**config.mk**
```make
export PLATFORM = sky130hd
export DESIGN_NAME = pc_rmw_ctrl
export DESIGN_NICKNAME = d
export VERILOG_FILES = /design/src/rtl/pc_rmw_ctrl_pkg.sv /design/src/rtl/pc_rmw_ctrl.sv
export SDC_FILE = /design/constraint.sdc
export NUM_CORES = 1
export LEC_CHECK = 0
export CAP_MARGIN = 10
export CORE_MARGIN = 2
export CORE_UTILIZATION = 45
export DETAILED_ROUTE_END_ITERATION = 8
export PLACE_DENSITY = 0.8
export SLEW_MARGIN = 15
export SYNTH_ARGS = -nofsm -noshare
export SYNTH_HDL_FRONTEND = slang
export SYNTH_SLANG_ARGS = --single-unit
```
**constraint.sdc**
```tcl
create_clock -name clk -period 3.15 [get_ports clk]
set_input_delay 0.63 -clock clk [delete_from_list [all_inputs] [get_ports clk]]
set_output_delay 0.63 -clock clk [all_outputs]
set_load 0.01 [all_outputs]
```
**src/rtl/pc_rmw_ctrl_pkg.sv**
```systemverilog
// rtl/pc_rmw_ctrl_pkg.sv - shared sizes and state encoding for the slot read-modify-write controller
package pc_rmw_ctrl_pkg;

    localparam int DEF_NUM_SLOTS = 40;
    localparam int DEF_BITWIDTH  = 11;
    localparam int WFID_W        = 6;
    localparam int AMT_W         = 4;

    localparam logic [0:0] ST_CLEAR = 1'b0;
    localparam logic [0:0] ST_RUN   = 1'b1;

    typedef enum logic {
        KIND_INIT = 1'b0,
        KIND_INCR = 1'b1
    } req_kind_t;

endpackage

```
**src/rtl/pc_rmw_ctrl.sv**
```systemverilog
// rtl/pc_rmw_ctrl.sv - per-slot counter controller: clear sweep, then one-stage init/increment read-modify-write
module pc_rmw_ctrl
    import pc_rmw_ctrl_pkg::*;
#(
    parameter int BITWIDTH  = DEF_BITWIDTH,
    parameter int NUM_SLOTS = DEF_NUM_SLOTS
) (
    input  logic                clk,
    input  logic                rst,
    input  logic                init_valid,
    input  logic [WFID_W-1:0]   init_wfid,
    input  logic [BITWIDTH-1:0] init_value,
    output logic                init_ready,
    input  logic                incr_valid,
    input  logic [WFID_W-1:0]   incr_wfid,
    input  logic [AMT_W-1:0]    incr_amount,
    output logic                incr_ready,
    input  logic                flush_req,
    output logic [WFID_W-1:0]   rf_readregsel,
    input  logic [BITWIDTH-1:0] rf_readdata,
    output logic                rf_write,
    output logic [WFID_W-1:0]   rf_writeregsel,
    output logic [BITWIDTH-1:0] rf_writedata,
    output logic                upd_valid,
    output logic [WFID_W-1:0]   upd_wfid,
    output logic [BITWIDTH-1:0] upd_value,
    output logic                upd_ovf,
    output logic                err_wfid,
    output logic                clear_done
);

    localparam logic [WFID_W:0]   SLOT_LIMIT = (WFID_W+1)'(NUM_SLOTS);
    localparam logic [WFID_W-1:0] LAST_SLOT  = WFID_W'(NUM_SLOTS - 1);

    logic [0:0]          state;
    logic [WFID_W-1:0]   counter;
    logic                stg_valid;
    req_kind_t           stg_kind;
    logic [WFID_W-1:0]   stg_wfid;
    logic [BITWIDTH-1:0] stg_operand;

    logic                in_run;
    logic                init_acc;
    logic                incr_acc;
    logic                stg_in_range;
    logic [BITWIDTH:0]   sum;
    logic [BITWIDTH-1:0] new_value;
    logic                new_ovf;
    logic                do_write;

    assign in_run = (state == ST_RUN);

    // A flush cycle still drains the stage but never admits new work.
    assign init_ready = in_run & ~flush_req;
    assign incr_ready = in_run & ~flush_req & ~init_valid;
    assign init_acc   = init_valid & init_ready;
    assign incr_acc   = incr_valid & incr_ready;

    assign stg_in_range = ({1'b0, stg_wfid} < SLOT_LIMIT);
    assign sum          = {1'b0, rf_readdata} + {1'b0, stg_operand};
    assign new_value    = (stg_kind == KIND_INIT) ? stg_operand : sum[BITWIDTH-1:0];
    assign new_ovf      = (stg_kind == KIND_INCR) & sum[BITWIDTH];
    assign do_write     = in_run & stg_valid & stg_in_range;

    always_comb begin
        rf_write       = 1'b0;
        rf_readregsel  = '0;
        rf_writeregsel = '0;
        rf_writedata   = '0;
        if (!in_run) begin
            rf_write       = 1'b1;
            rf_writeregsel = counter;
        end else if (stg_valid) begin
            rf_readregsel  = stg_wfid;
            rf_writeregsel = stg_wfid;
            rf_write       = stg_in_range;
            rf_writedata   = new_value;
        end
    end

    always_ff @(posedge clk or posedge rst) begin
        if (rst) begin
            state       <= ST_CLEAR;
            counter     <= '0;
            stg_valid   <= 1'b0;
            stg_kind    <= KIND_INIT;
            stg_wfid    <= '0;
            stg_operand <= '0;
            upd_valid   <= 1'b0;
            upd_wfid    <= '0;
            upd_value   <= '0;
            upd_ovf     <= 1'b0;
            err_wfid    <= 1'b0;
            clear_done  <= 1'b0;
        end else begin
            clear_done <= 1'b0;
            upd_valid  <= do_write;
            upd_ovf    <= do_write & new_ovf;
            err_wfid   <= in_run & stg_valid & ~stg_in_range;
            if (do_write) begin
                upd_wfid  <= stg_wfid;
                upd_value <= new_value;
            end

            stg_valid <= init_acc | incr_acc;
            if (init_acc) begin
                stg_kind    <= KIND_INIT;
                stg_wfid    <= init_wfid;
                stg_operand <= init_value;
            end else if (incr_acc) begin
                stg_kind    <= KIND_INCR;
                stg_wfid    <= incr_wfid;
                stg_operand <= BITWIDTH'(incr_amount);
            end

            case (state)
                ST_CLEAR: begin
                    if (counter == LAST_SLOT) begin
                        counter    <= '0;
                        state      <= ST_RUN;
                        clear_done <= 1'b1;
                    end else begin
                        counter <= counter + 1'b1;
                    end
                end
                default: begin
                    if (flush_req) begin
                        state   <= ST_CLEAR;
                        counter <= '0;
                    end
                end
            endcase
        end
    end

endmodule

```
==> run metrics, run 1 <==
synthesized cell area 2540 um^2; die width 79.2 um; outcome finished clean; commonest non-fill, non-tap cells in the layout clkdlybuf4s50_1, dfrtp_1, nand2_1; Crit path required time 2.52 ns; Root Driver clkbuf_8; Fill cells 419; nets@finish 448; Synth Warn # 0; worst vdd ir 386 uV; Clock Skew 0.0128 ns; Worst Setup Path Type in -> out; startpoint types primary input; placed cell area 3690 um^2; Top delay family on crit path compound AO/OA/AOI/OAI gates; P_leak 1.96 nW; max-cap violation count 0; GRT overflow 0; register area 1180 um^2; Skew-Pair Late Insertion Delay 0.31 ns; post-synthesis mux area share 6.30%; vias 2,492; critical path's slowest cell a221oi_4; Yosys reg bits 47; share of layout cells above drive strength 1 18.8%; Pwr Total 3.05 mW; Core ar. 5470 um^2; top_reg_cell synth dfrtp_1; Post-CTS Hold Fix Bufs 0; CTS Buf Count 5; DIE AREA 6270 um^2; initial core utilization 46.5%; Crit path buffers/inverters 3; switching share of power 36.9%; CTS Sinks 47; CTS tree yes; detailed-route DRC error count 0; Multi-input gate area 1450 um^2; All-Layer GR Usage 23.3%; Non-Filler Instances 466; Net Sw Power 1.13 mW; Fin Setup TNS 0 ns; FMAX 319 MHz; clock power share 15.3%; Final HPWL DP 5.20 mm; Hold Worst Slack 0.485 ns; Post-Synth Simple-Gate Area 15.7%; IO Pins 90; relative slew slack 36.0%; Compound-Gate Fraction of Synth Area 18.7%; Post-synth EDFFs 0; worst-path cell chain dlygate4sd2_1 -> ha_4 -> a21o_1 -> buf_4 -> a221oi_4 -> o21bai_1 -> xor2_1 -> nand2_1 -> a21oi_1 -> buf_2; DR iter-0 viols 152; minimum clock period 3.14 ns; routability congestion estimate 0.887; placed cell count 447; Worst Path Max Fanout 3; most common cell after layout, fill and taps aside clkdlybuf4s50_1; main combinational cell family by area after synthesis compound AO/OA/AOI/OAI gates; Cell variety after synth 37; Critical Path AT 2.51 ns; Final ANT Viol Nets 0; final WL 7.16 mm; area share of xor/xnor cells in the synthesized design 3.10%; DIE HEIGHT 79.2 um; vias in the first global route 2,336; Final Cell Area 4010 um^2; Slew @ Worst Pin 0.958 ns; register area share after synthesis 46.3%; CP max stage delay 0.32 ns; drt via density 5.35; IO buf count 89; first-pass GRT wire length 11.3 mm; Async SR Flop Fraction 100%; RSZ-0062 raised after global routing true; row cnt 27; Post-Syn Instances 269; syn_nets 325; DR WL/cell 15.4 um; Gate power share 52.1%; Slew Limit Fails 0; antenna violations before repair 1; HP Class reg -> reg; H-tree depth 2; Final Hold Violating Endpoints 0; drt pass-1 iters 4; post-synthesis adder-cell area fraction 6.69%; Setup-failing EPs final 0; Flop pwr share 32.6%; area grow syn2layout 57.6%; Syn Area/Cell 9.45 um^2; clk buf depth 2; largest net degree at the start of global routing 48; period utilization 99.6%; pwr/cell area 761 nW/um^2; CP Capture Type output port; clock-pin slew on the worst setup and hold paths 0.08 ns; Int Pwr 1.92 mW
-- timing repair --
| action | in CTS | in global routing |
|---|---|---|
| setup buffers | 8 | 2 |
| setup endpoints to repair | 10 | 5 |
| cloned | 0 | 0 |
| resized for setup | 47 | 11 |
| pin swaps | 19 | 7 |
-- stage by stage --
stage	worst slack, ns	util, %
finish	0.0127	73.2
global route	-0.0909	73.2
CTS	0.0258	71.8
detailed placement	-0.874	67.4
global placement	-0.817	67.4
floorplan	0.170	-
-- worst reg2reg max path: cells and delay by family, from the launching register on --
kind / cells / cell delay (ns)
simple gates: 2 / 0.53
buf+inv: 8 / 0.82
flops: 1 / 0.41
compound gates: 4 / 0.58
fa+ha+maj: 1 / 0.26
-- state kept, by name, summed over array words and instances (netlist names) --
register / count
stg_operand: 11
upd_wfid: 6
stg_kind: 1
err_wfid: 1
in_run: 1
upd_ovf: 1
upd_valid: 1
clear_done: 1
stg_valid: 1
stg_wfid: 6
counter: 6
upd_value: 11
-- cell type report --
cell class              instances  area share, %
inverters                      11           1.03
flip-flops and latches         47           29.3
diodes                          1         0.0624
multi-input cells             201           36.1
repair buffers                126           28.2
clock buffers                   6           2.06
clock inverters                 2          0.968
well taps                      72           2.25
-- cells in the mapped netlist (3+ instances only) --
master,number,share of area (%)
nand2b_1,4,0.98
o21ai_0,24,4.7
xnor2_1,6,2.1
and3_1,5,1.2
a31oi_1,6,1.5
a22o_1,10,3.4
nand4_1,5,1.2
dfrtp_1,47,46
o21ai_1,3,0.59
a21o_1,12,3.5
nand2_1,45,6.6
ha_1,12,5.9
nor2_1,20,3.0
a21oi_1,10,2.0
inv_1,8,1.2
xor2_1,3,1.0
clkbuf_1,7,1.0
nand3_1,3,0.59
mux2i_1,16,6.3
-- cell families (layout without fill, tap and decap cells) --
logic type / Yosys count / count (layout)
other: 0 / 1
adders and majority gates: 13 / 13
xor gates and xnor gates: 9 / 9
muxes: 16 / 16
buffers and inverters: 21 / 145
DFF: 47 / 47
AOI/OAI and AO/OA: 74 / 74
and+or+nand+nor: 89 / 89
-- power groups by stage --
stage	Clock, mW	Sequential (mW)	Combinational [mW]
global route	0.508	1.02	1.73
finish	0.466	0.994	1.59
CTS	0.473	0.982	1.44
floorplan	0	0.905	0.745
global placement	0	0.968	1.22
detailed placement	0	0.976	1.25
-- worst paths after layout --
check,start,to,slack (ns),depth (start not counted)
max in group asynchronous,rst,stg_operand[5],1.70,2
setup / recovery,rf_readdata[4],rf_writedata[8],0.01,10
hold reg to reg,upd_wfid[0],upd_wfid[0],0.48,2
hold / removal,upd_wfid[0],upd_wfid[0],0.48,2
min in group asynchronous,rst,upd_ovf,0.86,2
setup reg to reg,stg_operand[1],upd_value[9],0.40,15
-- layer usage --
| metal | part of all wire, % | global-route usage [%] | wire length [um] | vias to the layer above |
|---|---|---|---|---|
| met5 | 0 | 0 | 0 | - |
| met4 | 2.0 | 9.48 | 144 | 0 |
| met2 | 47 | 35.3 | 3380 | 110 |
| met1 | 44 | 33.2 | 3150 | 1168 |
| li1 | - | - | - | 1202 |
| met3 | 6.8 | 3.98 | 486 | 12 |
Power figures use the tool's default switching activity.
==> run 2, diff against run 1 <==
--- a/config.mk
+++ b/config.mk
@@ -5,11 +5,13 @@
 export SDC_FILE = /design/constraint.sdc
 export NUM_CORES = 1
 export LEC_CHECK = 0
+export ABC_CLOCK_PERIOD_IN_PS = 3150
 export CAP_MARGIN = 10
 export CORE_MARGIN = 2
 export CORE_UTILIZATION = 45
 export DETAILED_ROUTE_END_ITERATION = 8
 export PLACE_DENSITY = 0.8
+export SKIP_CTS_REPAIR_TIMING = 1
 export SLEW_MARGIN = 15
 export SYNTH_ARGS = -nofsm -noshare
 export SYNTH_HDL_FRONTEND = slang
==> run 2 against run 1 <==
The run now ends with negative setup slack left. Largest power group unchanged. Clock skew down 0.0042 ns. Design area is 1.2% lower. Total power decreased by 4.7%. Die area is the same. Global-route usage down 1.3 points. Clock power is essentially flat. Final cell count shrank 1.7%. Critical path type unchanged.
==> run metrics, run 2 (synthesis results as in run 1) <==
outcome finished, violations left; failing checks negative setup slack; IO buf count 89 (unchanged); Slew Limit Fails 0 (unchanged); cell mode on critical path buf_4; final WL 6.88 mm (-3.9%); startpoint types primary input; GRT overflow 0 (unchanged); top flop regs stg_operand x11, upd_value x11; relative slew slack 36.3% (+0.31 points); Final ANT Viol Nets 0 (unchanged); nets@finish 441 (-1.6%); commonest non-fill, non-tap cells in the layout clkdlybuf4s50_1, dfrtp_1, nand2_1; crit path to rf_writedata[10]; Worst Setup Path Type in -> out; IO Pins 90 (unchanged); DR WL/cell 15.0 um (-2.2%); CP Capture Type output port; critical path's slowest cell clkdlybuf4s50_1; worst vdd ir 380 uV (-1.6%); Clock Skew 0.00859 ns (-0.00420 ns); Crit path required time 2.52 ns (about the same); vias 2,419 (-2.9%); CTS Buf Count 5 (unchanged); period utilization 103% (+3.8 points); vias in the first global route 2,185 (-6.5%); Root Driver clkbuf_8; Fill cells 428 (+2.1%); Gate power share 49.8% (-2.3 points); CTS tree yes; pre-CTS setup slack -0.874 ns (unchanged); CP max stage delay 0.48 ns (+0.16 ns); DIE HEIGHT 79.2 um (unchanged); P_leak 1.99 nW (+1.9%); All-Layer GR Usage 22.0% (-1.3 points); antenna violations before repair 0 (-1); Int Pwr 1.84 mW (-4.6%); largest net degree at the start of global routing 48 (unchanged); Setup-failing EPs final 3 (+3); die width 79.2 um (unchanged); drt pass-1 iters 5 (+1); pwr/cell area 734 nW/um^2 (-3.5%); Worst Path Max Fanout 4 (+1); max-cap violation count 0 (unchanged); initial core utilization 46.5% (unchanged); R2R Path End upd_value[10]; switching share of power 36.8% (-0.060 points); row cnt 27 (unchanged); antenna cells 0 (-1); DR iter-0 viols 110 (-28%); drt via density 5.28 (-1.2%); Core ar. 5470 um^2 (unchanged); Final HPWL DP 5.20 mm (unchanged); Final Hold Violating Endpoints 0 (unchanged); clock power share 16.1% (+0.8 points); first-pass GRT wire length 10.6 mm (-5.8%); RSZ-0062 raised after global routing true; routability congestion estimate 0.887 (unchanged); Slew @ Worst Pin 0.953 ns (-0.00466 ns); clk buf depth 2 (unchanged); HP Class reg -> reg; worst-path cell chain clkdlybuf4s50_1 -> ha_2 -> buf_4 -> a221oi_4 -> buf_4 -> o221ai_2 -> xor2_1 -> nand2_1 -> a21oi_2 -> buf_2; beginning of the worst register-to-register path stg_operand[0]; setup slack, reg-to-reg 0.73 ns (+0.33 ns); area grow syn2layout 55.7%; FMAX 307 MHz (-3.6%); Flop pwr share 34.1% (+1.5 points); R2R cell count 10 (-5); most common cell after layout, fill and taps aside clkdlybuf4s50_1; DIE AREA 6270 um^2 (unchanged); detailed-route DRC error count 0 (unchanged); Hold Worst Slack 0.484 ns (-0.000751 ns); Critical Path Source rf_readdata[5]; Skew-Pair Late Insertion Delay 0.30 ns (about the same); Critical Path AT 2.63 ns (+0.12 ns); clock-pin slew on the worst setup and hold paths 0.08 ns (about the same); post-route worst setup slack -0.106 ns (-0.119 ns); minimum clock period 3.26 ns (+0.119 ns); CTS Sinks 47 (unchanged); H-tree depth 2 (unchanged); Net Sw Power 1.07 mW (-4.9%); share of layout cells above drive strength 1 16.8% (-2.0 points)
-- run 2: routing by layer --
metal  up-vias  track usage (%)  routed length [um]
met5         -                0                   0
met4         0             7.24                  90
met3         7             4.09                 417
met2        86             33.0                3240
met1      1143             32.3                3130
li1       1183                -                   -
-- run 2: worst min path at each step --
stage	start	endpoint	slack, ns	cells past startpoint
finish	upd_value[3]	upd_value[3]	0.48	2
global route	upd_wfid[0]	upd_wfid[0]	0.51	2
CTS	upd_value[3]	upd_value[3]	0.49	2
detailed placement	upd_wfid[0]	upd_wfid[0]	0.47	2
global placement	upd_wfid[2]	upd_wfid[2]	0.46	2
floorplan	stg_wfid[0]	upd_wfid[0]	0.45	2
-- run 2: cell type report --
| cell class | count | area, um^2 | share of cell area [%] |
|---|---|---|---|
| Multi-Input combinational cell | 201 | 1420 | 35.9 |
| Sequential cell | 47 | 1180 | 29.7 |
| Timing Repair Buffer | 119 | 1110 | 27.9 |
| Tap cell | 72 | 90.1 | 2.28 |
| Clock buffer | 6 | 82.6 | 2.09 |
| Inverter | 11 | 41.3 | 1.04 |
| Clock inverter | 2 | 38.8 | 0.980 |
-- run 2: power groups by stage --
stage,combinational (mW),clock (mW),sequential [mW]
after global routing,1.58,0.508,1.01
after global placement,1.22,0,0.968
after floorplan,0.745,0,0.905
after CTS,1.26,0.473,0.966
after detailed placement,1.25,0,0.976
final,1.45,0.468,0.990
-- run 2: critical path, delay by kind of cell --
kind / cells / cell delay (ns)
xor gates and xnor gates: 1 / 0.15
adders and majority gates: 1 / 0.28
and+or+nand+nor: 1 / 0.10
buffers and inverters: 4 / 0.94
AOI/OAI and AO/OA: 3 / 0.52
-- run 2: stage by stage --
stage	cell area [um^2]	total power [mW]	util, %	instances	setup TNS [ns]
3_3_place_gp	3690	2.18	67.4	447	-4.83
2_1_floorplan	2540	1.65	-	269	0
5_1_grt	3960	3.10	72.3	458	-0.614
6_report	3960	2.91	72.3	458	-0.154
4_1_cts	3810	2.70	69.6	455	-5.29
3_5_place_dp	3690	2.23	67.4	447	-5.24
==> run 3, diff against run 2 <==
--- a/config.mk
+++ b/config.mk
@@ -7,7 +7,7 @@
 export LEC_CHECK = 0
 export ABC_CLOCK_PERIOD_IN_PS = 3150
 export CAP_MARGIN = 10
-export CORE_MARGIN = 2
+export CORE_MARGIN = 10
 export CORE_UTILIZATION = 45
 export DETAILED_ROUTE_END_ITERATION = 8
 export PLACE_DENSITY = 0.8
==> run 3 against run 2 <==
The run now ends clean. Register-to-register slack better by 0.15 ns. Critical path depth down 2. Global-route usage fell by 6.8 points. Sequential power down 0.8%. Total power down 4.0%. Die area increased by 45%. Hold slack worse by 0.0012 ns. Fmax up 6.2%. Worst setup slack better by 0.19 ns. Design area fell by 0.51%. First-iteration DRC count up 32%. Critical path type unchanged. Critical endpoint is now rf_writedata[9]. Largest cell class unchanged.
==> run metrics, run 3 (synthesis results as in run 1) <==
Slew Limit Fails 0 (unchanged); clock-pin slew on the worst setup and hold paths 0.08 ns (about the same); DIE HEIGHT 95.2 um (+20%); Critical Path AT 2.44 ns (-0.19 ns); Final ANT Viol Nets 0 (unchanged); max-cap violation count 0 (unchanged); Root Driver clkbuf_8; die width 95.2 um (+20%); All-Layer GR Usage 15.3% (-6.8 points); Slew @ Worst Pin 0.916 ns (-0.0374 ns); Clock Skew 0.0134 ns (+0.00481 ns); vias 2,397 (-0.91%); P_leak 2.02 nW (+1.3%); CTS tree yes; drt via density 5.21 (-1.3%); Final Hold Violating Endpoints 0 (unchanged); clk buf depth 2 (unchanged); final WL 7.51 mm (+9.1%); Worst Setup Path Type in -> out; initial core utilization 46.2% (-0.29 points); Core ar. 5510 um^2 (+0.62%); minimum clock period 3.07 ns (-0.189 ns); largest net degree at the start of global routing 48 (unchanged); Worst Path Max Fanout 3 (-1); CP Capture Type output port; setup slack, reg-to-reg 0.88 ns (+0.15 ns); startpoint types primary input; worst-path cell chain clkdlybuf4s50_1 -> ha_1 -> buf_4 -> a21o_1 -> or3_4 -> a31oi_4 -> nor2_1 -> buf_2; Crit path required time 2.52 ns (about the same); Hold Worst Slack 0.483 ns (-0.00119 ns); routability congestion estimate 0.865 (-2.5%); GRT overflow 0 (unchanged); drt pass-1 iters 4 (-1); outcome finished clean; area grow syn2layout 54.9%; Skew-Pair Late Insertion Delay 0.30 ns (about the same); period utilization 97.4% (-6.0 points); most common cell after layout, fill and taps aside clkdlybuf4s50_1; CTS Sinks 47 (unchanged); top flop regs stg_operand x11, upd_value x11; row cnt 27 (unchanged); DR iter-0 viols 145 (+32%); share of layout cells above drive strength 1 16.8% (-0.044 points); Setup-failing EPs final 0 (-3); Final HPWL DP 5.90 mm (+14%); RSZ-0062 raised after global routing true; pwr/cell area 709 nW/um^2 (-3.5%); DIE AREA 9060 um^2 (+45%); IO Pins 90 (unchanged); first-pass GRT wire length 11.1 mm (+4.5%); commonest non-fill, non-tap cells in the layout clkdlybuf4s50_1, dfrtp_1, nand2_1; Non-Filler Instances 460 (+0.44%); CP max stage delay 0.41 ns (-0.07 ns); vias in the first global route 2,243 (+2.7%); nets@finish 443 (+0.45%); H-tree depth 2 (unchanged); relative slew slack 38.8% (+2.5 points); IO buf count 89 (unchanged); CTS Buf Count 5 (unchanged); Layout Utilization 71.5% (-0.81 points); critical path's slowest cell clkdlybuf4s50_1; antenna violations before repair 0 (unchanged); placed cell count 446 (-0.22%); detailed-route DRC error count 0 (unchanged); worst vdd ir 341 uV (-10%); HP Class reg -> reg; FMAX 326 MHz (+6.2%); DR WL/cell 16.3 um (+8.6%)
-- run 3: final cells by class --
class                   instances  area [um^2]
repair buffers                121         1130
fillers                       426         1570
inverters                      11         41.3
clock inverters                 2         13.8
flip-flops and latches         47         1180
well taps                      72         90.1
diodes                          1         2.50
clock buffers                   5         68.8
multi-input cells             201         1410
-- run 3: metrics by stage --
step	cell area, um^2	total power, mW	setup WS, ns	setup TNS, ns
5_1_grt	3940	2.98	-0.0275	-0.0360
3_5_place_dp	3680	2.22	-0.837	-5.13
2_1_floorplan	2540	1.65	0.170	0
4_1_cts	3760	2.57	-0.838	-5.15
3_3_place_gp	3680	2.18	-0.808	-4.81
6_report	3940	2.79	0.0834	0
-- run 3: layer usage --
layer / part of all wire (%) / GRT usage (%) / vias up
li1: - / - / 1192
met1: 45 / 20.5 / 1106
met2: 47 / 24.3 / 90
met3: 7.0 / 3.06 / 9
met4: 1.1 / 4.49 / 0
met5: 0 / 0 / -
-- run 3: critical path, delay by kind of cell --
family | cells | cell delay (ns)
AO/OA/AOI/OAI | 2 | 0.40
adder cells (fa/ha/maj) | 1 | 0.29
buffers and inverters | 3 | 0.70
AND/OR/NAND/NOR | 2 | 0.42
-- run 3: report_power, final --
part           switching, mW  total (mW)  internal, mW  leakage (nW)
logic                  0.633        1.46         0.824          1.39
clock network          0.199       0.351         0.152        0.0440
registers              0.212       0.982         0.770         0.590
-- run 3: path summary, 6_finish.rpt --
check,from,cells past startpoint,to
max,rf_readdata[8],8,rf_writedata[9]
min,upd_wfid[0],2,upd_wfid[0]
max reg2reg,stg_operand[6],9,upd_value[9]
min reg2reg,upd_wfid[0],2,upd_wfid[0]
max in group asynchronous,rst,2,stg_operand[1]
min in group asynchronous,rst,2,counter[2]
